$ cat config.mk
export PLATFORM = sky130hd
export DESIGN_NAME = empty_ptr_storage
export DESIGN_NICKNAME = d
export VERILOG_FILES = /design/src/rtl/hash_table_pkg.sv /design/src/rtl/empty_ptr_ram.sv /design/src/rtl/empty_ptr_storage.sv
export SDC_FILE = /design/constraint.sdc
export NUM_CORES = 2
export LEC_CHECK = 0
export CORE_MARGIN = 2
export CORE_UTILIZATION = 40
export CTS_CLUSTER_DIAMETER = 120
export CTS_CLUSTER_SIZE = 20
export DETAILED_ROUTE_END_ITERATION = 10
export PLACE_DENSITY = 0.59
export SLEW_MARGIN = 0
export SYNTH_ARGS = -nofsm -noshare
export SYNTH_HDL_FRONTEND = slang
export SYNTH_SLANG_ARGS = --single-unit
$ cat constraint.sdc
create_clock -name clk_i -period 12.85 [get_ports clk_i]
set_input_delay 1.9275 -clock clk_i [delete_from_list [all_inputs] [get_ports clk_i]]
set_output_delay 1.9275 -clock clk_i [all_outputs]
set_load 0.01 [all_outputs]
$ cat src/rtl/hash_table_pkg.sv
// Shared hash-table definitions used by the table initializer, the insert and
// delete engines and the empty-pointer free list.
package hash_table;

    // Width of a data-table pointer; the data table holds 2**TABLE_ADDR_WIDTH rows.
    localparam int TABLE_ADDR_WIDTH = 8;

endpackage : hash_table

$ cat src/rtl/empty_ptr_ram.sv
// Simple dual-port RAM for the free-pointer list: one write port, one read
// port, read address registered so data appears exactly one cycle after rd_en.
module empty_ptr_ram
    import hash_table::*;
#(
    parameter int A_WIDTH = TABLE_ADDR_WIDTH
) (
    input  logic               clk_i,
    input  logic               wr_en,
    input  logic [A_WIDTH-1:0] wr_addr,
    input  logic [A_WIDTH-1:0] wr_data,
    input  logic               rd_en,
    input  logic [A_WIDTH-1:0] rd_addr,
    output logic [A_WIDTH-1:0] rd_data
);

    localparam int DEPTH = 2 ** A_WIDTH;

    logic [A_WIDTH-1:0] mem [DEPTH];
    logic [A_WIDTH-1:0] rd_addr_q;

    // Write port and read-address register.
    // NOTE: the array has no reset on purpose; a reset would turn the block RAM
    // into flops. Contents are meaningless until written, and the control logic
    // only ever reads locations it has written since the last clear.
    always_ff @(posedge clk_i) begin
        if (wr_en) begin
            mem[wr_addr] <= wr_data;
        end
        if (rd_en) begin
            rd_addr_q <= rd_addr;
        end
    end

    // Read data follows the registered address; no extra output stage.
    assign rd_data = mem[rd_addr_q];

endmodule : empty_ptr_ram

$ cat src/rtl/empty_ptr_storage.sv
// Free list of data-table pointers. Pointers from the initializer and the
// delete logic are queued in a RAM FIFO and presented one at a time to the
// insert engine through a show-ahead output register (val/ack handshake).
// The output register can be loaded straight from the add port when nothing
// is queued, so an empty free list returns a new pointer with one cycle latency.
module empty_ptr_storage
    import hash_table::*;
#(
    parameter int A_WIDTH = TABLE_ADDR_WIDTH
) (
    input  logic               clk_i,
    input  logic               rst_n_i,
    input  logic               srst_i,

    input  logic [A_WIDTH-1:0] add_empty_ptr_i,
    input  logic               add_empty_ptr_en_i,

    output logic [A_WIDTH-1:0] next_empty_ptr_o,
    output logic               next_empty_ptr_val_o,
    input  logic               next_empty_ptr_rd_ack_i,

    output logic [A_WIDTH:0]   used_o,
    output logic               overflow_o,
    output logic               underflow_o
);

    localparam int unsigned      DEPTH    = 2 ** A_WIDTH;
    localparam logic [A_WIDTH:0] CAPACITY = (A_WIDTH + 1)'(DEPTH);
    localparam logic [A_WIDTH:0] CNT_ONE  = (A_WIDTH + 1)'(1);
    localparam logic [A_WIDTH-1:0] PTR_ONE = A_WIDTH'(1);

    // RAM-side state
    logic [A_WIDTH-1:0] wr_ptr;
    logic [A_WIDTH-1:0] rd_ptr;
    logic [A_WIDTH:0]   ram_cnt;
    logic               rd_inflight;
    logic [A_WIDTH-1:0] ram_rd_data;

    // Output register and bookkeeping
    logic [A_WIDTH-1:0] out_ptr;
    logic               out_val;
    logic [A_WIDTH:0]   used;
    logic               overflow;
    logic               underflow;

    // Per-cycle decisions
    logic clear;
    logic ack_valid;
    logic out_free;
    logic ram_empty;
    logic full;
    logic add_accept;
    logic add_drop;
    logic bypass;
    logic ram_wr;
    logic ram_rd;

    // Decide what happens to this cycle's add and ack, and whether to refill.
    // NOTE: every signal gets a default at the top of the block so no path can
    // leave it unassigned and infer a latch.
    always_comb begin
        clear      = 1'b0;
        ack_valid  = 1'b0;
        out_free   = 1'b0;
        ram_empty  = 1'b0;
        full       = 1'b0;
        add_accept = 1'b0;
        add_drop   = 1'b0;
        bypass     = 1'b0;
        ram_wr     = 1'b0;
        ram_rd     = 1'b0;

        // A clear (reset or initializer pulse) overrides add and ack.
        clear     = !rst_n_i || srst_i;
        ack_valid = next_empty_ptr_rd_ack_i && out_val && !clear;
        out_free  = !out_val || ack_valid;
        ram_empty = (ram_cnt == '0);
        full      = (used == CAPACITY);

        // When full, an add is only taken if a pointer leaves in the same cycle.
        add_accept = add_empty_ptr_en_i && !clear && (!full || ack_valid);
        add_drop   = add_empty_ptr_en_i && !clear && full && !ack_valid;

        // Nothing queued ahead of this pointer: hand it straight to the output.
        bypass = add_accept && ram_empty && !rd_inflight && out_free;
        ram_wr = add_accept && !bypass;

        // Refill decision looks at the RAM before this cycle's write, so a
        // read is never issued at the address being written.
        ram_rd = !clear && out_free && !ram_empty && !rd_inflight;
    end

    empty_ptr_ram #(
        .A_WIDTH (A_WIDTH)
    ) u_ram (
        .clk_i   (clk_i),
        .wr_en   (ram_wr),
        .wr_addr (wr_ptr),
        .wr_data (add_empty_ptr_i),
        .rd_en   (ram_rd),
        .rd_addr (rd_ptr),
        .rd_data (ram_rd_data)
    );

    // RAM pointers, RAM occupancy and the read-in-flight flag.
    // NOTE: sequential state uses non-blocking assignments only, so every
    // register samples the pre-edge values regardless of statement order.
    always_ff @(posedge clk_i) begin
        if (clear) begin
            wr_ptr      <= '0;
            rd_ptr      <= '0;
            ram_cnt     <= '0;
            rd_inflight <= 1'b0;
        end else begin
            if (ram_wr) begin
                wr_ptr <= wr_ptr + PTR_ONE;
            end
            if (ram_rd) begin
                rd_ptr <= rd_ptr + PTR_ONE;
            end
            unique case ({ram_wr, ram_rd})
                2'b10:   ram_cnt <= ram_cnt + CNT_ONE;
                2'b01:   ram_cnt <= ram_cnt - CNT_ONE;
                default: ram_cnt <= ram_cnt;
            endcase
            rd_inflight <= ram_rd;
        end
    end

    // Output register: loaded by a completing RAM read or by a bypass add,
    // emptied when the consumer acks and nothing replaces it.
    always_ff @(posedge clk_i) begin
        if (clear) begin
            out_ptr <= '0;
            out_val <= 1'b0;
        end else if (rd_inflight) begin
            out_ptr <= ram_rd_data;
            out_val <= 1'b1;
        end else if (bypass) begin
            out_ptr <= add_empty_ptr_i;
            out_val <= 1'b1;
        end else if (ack_valid) begin
            out_val <= 1'b0;
        end
    end

    // Total pointer count across RAM, in-flight read and output register.
    always_ff @(posedge clk_i) begin
        if (clear) begin
            used <= '0;
        end else begin
            unique case ({add_accept, ack_valid})
                2'b10:   used <= used + CNT_ONE;
                2'b01:   used <= used - CNT_ONE;
                default: used <= used;
            endcase
        end
    end

    // Sticky error flags; only a clear brings them back down.
    always_ff @(posedge clk_i) begin
        if (clear) begin
            overflow  <= 1'b0;
            underflow <= 1'b0;
        end else begin
            if (add_drop) begin
                overflow <= 1'b1;
            end
            if (next_empty_ptr_rd_ack_i && !out_val) begin
                underflow <= 1'b1;
            end
        end
    end

    assign next_empty_ptr_o     = out_ptr;
    assign next_empty_ptr_val_o = out_val;
    assign used_o               = used;
    assign overflow_o           = overflow;
    assign underflow_o          = underflow;

endmodule : empty_ptr_storage

After elaboration in Yosys (flattened, before gate mapping)
Memories as Yosys holds them, arrays and structs flattened. A register that Yosys moved wholly into a read port is not among the register bits.
Index checks and enable logic that the tools add are counted.
{"block": "classes", "n_addsub": 6, "n_eq_ne": 5, "n_mux": 10, "n_reduce_logical": 30}
{"op": "case mux 9 bit (2 select lines)", "count": 2}
{"op": "two-way mux 8 bit", "count": 3}
{"op": "adder 9 x 1 -> 9 bit (second input constant)", "count": 2}
{"op": "subtractor 9 x 1 -> 9 bit (second input constant)", "count": 2}
{"op": "adder 8 x 1 -> 8 bit (second input constant)", "count": 2}
{"op": "logical AND 1 bit", "count": 14}
{"op": "equality test 9 bit (second input constant)", "count": 1}
{"op": "logical NOT 9 bit", "count": 1}
{"op": "logical NOT 1 bit", "count": 8}
{"op": "nonzero test 2 bit", "count": 3}
{"op": "two-way mux 1 bit", "count": 5}
{"op": "equality test 2 x 1 -> 1 bit (second input constant)", "count": 2}
{"op": "equality test 2 bit (second input constant)", "count": 2}
{"op": "logical OR 1 bit", "count": 3}
{"op": "nonzero test 3 bit", "count": 1}
{"block": "totals", "ff_bits": 54, "mem_bits_rw": 2048, "in_bits": 13, "n_memories": 1}
{"name": "u_ram.mem", "words": 256, "word_bits": 8, "rd": 1, "rd_ports_with_merged_regs": 1, "wr": 1, "line": "empty_ptr_ram.sv:19", "source": "logic [A_WIDTH-1:0] mem [DEPTH];"}

Longest topological paths before layout
{"block": "depth", "depth_word": 13, "ltp_mapped": 18, "depth_no_buf": 14}

Cells and area by module
A second synthesis with hierarchy kept.
{"block": "hier_totals", "cells_unflattened": 4026, "hier_area_um2": 82451.6}
{"module": "empty_ptr_ram", "instances": 1, "cells_each": 3737, "area_each_um2": 79920.4, "seq_area_each_um2": 61899.4}
{"module": "empty_ptr_storage", "instances": 1, "cells_each": 289, "area_each_um2": 2531.2, "seq_area_each_um2": 920.9}

Worst setup path before layout
Ideal clock, no wire load.
{"block": "synth_path", "kind": "input to register", "from": "input rst_n_i", "to": "register ram_cnt[8]", "arrival_time_ns": 5.645, "required_time_ns": 12.779, "setup_slack_ns": 7.135, "cell_stages": 17, "n_path_buf": 4, "path_cell_list": "nor2b_1 clkbuf_1 nand3_1 inv_1 buf_1 ha_1 clkbuf_1 clkbuf_1 xor2_1 ha_1 a21boi_0 o22a_1 a31oi_1 a31o_2 a21oi_1 or3_1 a21oi_1"}
{"block": "synth_via", "word_cells_on_any_way": 20, "classes_between": "2 x eq/ne; 1 x mux; 17 x reduce/logical"}
{"item": "from (decl)", "line": "empty_ptr_storage.sv:12", "source": "input logic rst_n_i,"}
{"item": "logical NOT 1 bit (*)", "line": "empty_ptr_storage.sv:74", "source": "clear = !rst_n_i || srst_i;"}
{"item": "logical OR 1 bit (*)", "line": "empty_ptr_storage.sv:74"}
{"item": "logical NOT 1 bit (*)", "line": "empty_ptr_storage.sv:75, empty_ptr_storage.sv:90"}
{"item": "logical AND 1 bit", "line": "empty_ptr_storage.sv:75", "source": "ack_valid = next_empty_ptr_rd_ack_i && out_val && !clear;"}
{"item": "logical OR 1 bit", "line": "empty_ptr_storage.sv:76", "source": "out_free = !out_val || ack_valid;"}
{"item": "logical AND 1 bit (*) (3 in series)", "line": "empty_ptr_storage.sv:90", "source": "ram_rd = !clear && out_free && !ram_empty && !rd_inflight;"}
{"item": "net ram_rd", "line": "empty_ptr_storage.sv:56", "source": "logic ram_rd;"}
{"item": "equality test 2 x 1 -> 1 bit or equality test 2 bit (tied branches)", "line": "empty_ptr_storage.sv:121", "source": "unique case ({ram_wr, ram_rd})"}
{"item": "case mux 9 bit (2 select lines) or nonzero test 2 bit (tied branches)"}
{"item": "to (signal assigned)", "line": "empty_ptr_storage.sv:122", "source": "2'b10: ram_cnt <= ram_cnt + CNT_ONE;"}
{"item": "to (signal assigned)", "line": "empty_ptr_storage.sv:123", "source": "2'b01: ram_cnt <= ram_cnt - CNT_ONE;"}
{"item": "to (signal assigned)", "line": "empty_ptr_storage.sv:124", "source": "default: ram_cnt <= ram_cnt;"}
{"item": "to (decl)", "line": "empty_ptr_storage.sv:35", "source": "logic [A_WIDTH:0] ram_cnt;"}
Mark *: on every way through the listed nets, which the timed path passes. The rest lies on a longest branch.
A chain may end at the register's enable or synchronous reset.

Worst setup path after layout
{"block": "layout_path", "from": "input rst_n_i", "to": "register ram_cnt[8]"}
{"block": "layout_via", "elab_chain_len": 13, "word_cells_on_any_way": 20, "classes_between": "2 x eq/ne; 1 x mux; 17 x reduce/logical"}
{"item": "logical NOT 1 bit (*)", "line": "empty_ptr_storage.sv:74"}
{"item": "logical OR 1 bit (*)", "line": "empty_ptr_storage.sv:74"}
{"item": "logical NOT 1 bit", "line": "empty_ptr_storage.sv:75, empty_ptr_storage.sv:81, empty_ptr_storage.sv:90"}
{"item": "logical AND 1 bit", "line": "empty_ptr_storage.sv:75"}
{"item": "logical OR 1 bit", "line": "empty_ptr_storage.sv:81", "source": "add_accept = add_empty_ptr_en_i && !clear && (!full || ack_valid);"}
{"item": "logical AND 1 bit", "line": "empty_ptr_storage.sv:81"}
{"item": "logical AND 1 bit (3 in series)", "line": "empty_ptr_storage.sv:85", "source": "bypass = add_accept && ram_empty && !rd_inflight && out_free;"}
{"item": "logical NOT 1 bit", "line": "empty_ptr_storage.sv:86", "source": "ram_wr = add_accept && !bypass;"}
{"item": "logical AND 1 bit", "line": "empty_ptr_storage.sv:86"}
{"item": "equality test 2 x 1 -> 1 bit or equality test 2 bit (tied branches)", "line": "empty_ptr_storage.sv:121"}
{"item": "case mux 9 bit (2 select lines) or nonzero test 2 bit (tied branches)"}
Every way passes the cells marked *; elsewhere a longest branch is shown, timed or not.

==> out/qor.csv <==
metric,value,unit
grt_first_pass_wirelength,304000,um
dp_hpwl,130000,um
route.antenna.remaining_nets,0,
synth.avg_cell_area,20.6,um2
syn_nets,4026,
worstHoldPathType,flop to flop,
dr.first_iter.drc_count,6194,
ctsLongestPathBuffers,3,
synth-async-reset-ratio,0,%
leakage,27.8,nW
grt-ovfl-total,0,
cts-htree-levels,3,
synth_edf_count,2056,
gp_routability_congestion,0.869,
yosysMostFrequentCell,sky130_fd_sc_hd__edfxtp_1,
dominantRegCellSynth,sky130_fd_sc_hd__edfxtp_1,
postPlaceCellArea,85200,um2
synth_sequential_area_ratio,76.5,%
clock.fmax,178,MHz
synth-compound-area-share,3.28,%
avgViaCountPerCell,5.97,
period_share,43.8,%
synth_cells,3996,
clk-insertion-delay-late,0.82,ns
timing.final.max_slew_violations,0,
r2r_setup_slack,7.54,ns
worst_ep_required_time,13.60,ns
crit_path_max_fanout,23,
rr_worst_depth,9,
post_cts_hold_buffer_count,0,
synth.area.top_cells,"sky130_fd_sc_hd__edfxtp_1 75%, sky130_fd_sc_hd__mux4_2 13%, sky130_fd_sc_hd__mux2i_1 1.7%",
critPathArrivalTime,6.38,ns
cts_clk_pin_slew_worst_paths,0.09,ns
root_buffer_cell,sky130_fd_sc_hd__clkbuf_16,
reg2reg_to,next_empty_ptr_o[4]$_SDFFE_PP0P_,
yosys.area_share.xor_xnor,0.256,%
setup-violations-final,0,
total_of_buffers_placed_on_input_and_output_ports,32,
setup-tns-final,0,ns
endpoint_kind,flop,
numClockSinks,2110,
finalHoldViolCount,0,
synth_top_cells_by_count,"2056 x sky130_fd_sc_hd__edfxtp_1, 480 x sky130_fd_sc_hd__mux4_2, 327 x sky130_fd_sc_hd__nor2_1, 139 x sky130_fd_sc_hd__mux2i_1, 105 x sky130_fd_sc_hd__a22oi_1",
core_region_area,204000,um2
grtUsageTotal,20.2,%
post_route_cells_drive_above_1_share,17.8,%
die_width,457,um
fp-row-count,166,
worst-slew-pin-transition,1.29,ns
tritoncts_clock_tree,yes,
hold_ws,0.447,ns
min_delay_path_depth,2,
maxSlewHeadroom,13.6,%
detail_route.wirelength,214000,um
netlist.area_leader.share,75.2,%
skew,0.0548,ns
area_growth_from_synthesis_to_final_layout,7.79,%
cap_violations,0,
average_wire_length_per_cell_after_detail_routing,31.8,um
maximum_number_of_pins_on_one_net_before_global_route_repair,168,
outcome,"complete, no violations",
yosys.area_share.simple,3.09,%
ys.warnings.count,0,
post_synth_mux_area_share,14.9,%
floorplan.die.height,457,um
grt_setup_unrepaired,false,
dp_worst_setup_slack,6.41,ns
synth.ff_latch_count,2110,
fin_area,88500,um2
drc,0,
start_util,40.2,%
boundaryPins,33,
setup_fix_buffers_added_after_clock_tree_synthesis,0,
irDropWorstVdd,0.117,mV
first_global_vias,39415,
period_needed,5.63,ns
worst_hold_startpoint,u_ram.rd_addr_q[0]$_DFFE_PP_,
critPathKind,input port to flop,
critical_path.startpoint_type,input port,
vias,40198,
post_synth_fa_ha_maj_area_fraction,0.268,%
synth_area_leader_cell,sky130_fd_sc_hd__edfxtp_1,
power_density,131,nW/um2
post-route-worst-setup-slack,7.22,ns
ys_types,68,
synthesis.area,82100,um2
die_area,209000,um2
design_power_total,11.6,mW
final_net_count,4022,
post_cts_resized,0,
drt_first_pass_iters,6,
synth_top_family_by_area,multiplexers,
antenna_found_initial,10,
cts_made_buffers,116,
==> flip-flops by register name (all words and copies together) (netlist names), 8 cells and up, named ones only <==
name	count
ram_cnt	9
u_ram.mem	2048
used_o	9
u_ram.rd_addr_q	8
next_empty_ptr_o	8
wr_ptr	8
rd_ptr	8
==> worst max-delay path by stage <==
stage / cells past startpoint / slack (ns) / start / endpoint
finish: 15 / 7.22 / rst_n_i / ram_cnt[8]$_SDFFE_PP0P_
global route: 15 / 6.82 / rst_n_i / ram_cnt[8]$_SDFFE_PP0P_
CTS: 15 / 7.27 / rst_n_i / ram_cnt[8]$_SDFFE_PP0P_
detailed placement: 15 / 6.41 / rst_n_i / ram_cnt[8]$_SDFFE_PP0P_
global placement: 15 / 6.42 / rst_n_i / ram_cnt[8]$_SDFFE_PP0P_
floorplan: 17 / 7.13 / rst_n_i / ram_cnt[8]$_SDFFE_PP0P_
==> worst max-delay path, cell delays in order <==
cell	delay, ns
sky130_fd_sc_hd__clkdlybuf4s50_1	0.50
sky130_fd_sc_hd__nor2b_1	0.13
sky130_fd_sc_hd__buf_4	0.22
sky130_fd_sc_hd__nand3_1	0.38
sky130_fd_sc_hd__inv_1	0.68
sky130_fd_sc_hd__ha_1	0.74
sky130_fd_sc_hd__xor2_1	0.14
sky130_fd_sc_hd__ha_1	0.24
sky130_fd_sc_hd__a21boi_0	0.13
sky130_fd_sc_hd__o22a_1	0.24
sky130_fd_sc_hd__a31oi_1	0.32
sky130_fd_sc_hd__a31o_2	0.20
sky130_fd_sc_hd__a21oi_1	0.05
sky130_fd_sc_hd__or3_1	0.31
sky130_fd_sc_hd__a21oi_1	0.13
==> area by class of cell <==
cell class,count,area (um2)
timing repair buffer,115,1070
inverter,14,52.6
sequential,2110,62800
clock inverter,9,169
antenna,4,10.0
fill,17449,116000
tap,2688,3360
multi-input combinational,1635,17900
clock buffer,161,3110
==> metrics by stage <==
step	cells	util (%)
6_report	6736	43.3
5_1_grt	6733	43.3
4_1_cts	6732	43.3
3_5_place_dp	6562	41.7
3_3_place_gp	6562	41.7
2_1_floorplan	3996	-
==> kinds of logic (layout without fill, tap and decap cells) <==
family          after synthesis  count (layout)
other cells                   0               4
fa+ha+maj                    17              17
flops                      2110            2110
simple gates                579             579
xor+xnor                     24              24
mux                         620             620
buf+inv                     251             299
compound gates              395             395
==> per-layer routing <==
| metal | global-route usage [%] | wire, um |
|---|---|---|
| met5 | 0 | 54 |
| met2 | 31.3 | 99700 |
| met3 | 3.39 | 17000 |
| met4 | 5.04 | 5510 |
| met1 | 29.9 | 91900 |
==> power breakdown <==
group          switching, mW  internal, mW
clock                   2.17          1.71
sequential           0.00151          7.53
combinational          0.138        0.0162
total                   2.31          9.26
==> layout by cell type (no fill, tap or decap), drive strengths merged, types with 18 or more instances in the layout <==
cell type / synthesis / layout
edfxtp: 2056 / 2056
mux4: 480 / 480
nor2: 327 / 327
clkbuf: 100 / 163
mux2i: 139 / 139
a22oi: 105 / 105
nand2: 97 / 97
buf: 137 / 89
o22ai: 82 / 82
dfxtp: 54 / 54
o21ai: 45 / 45
a21oi: 41 / 41
nand3: 40 / 40
a211oi: 27 / 27
o211ai: 25 / 25
clkdlybuf4s50: 0 / 24
nor2b: 24 / 24
inv: 14 / 18
Power figures use the tool's default switching activity.
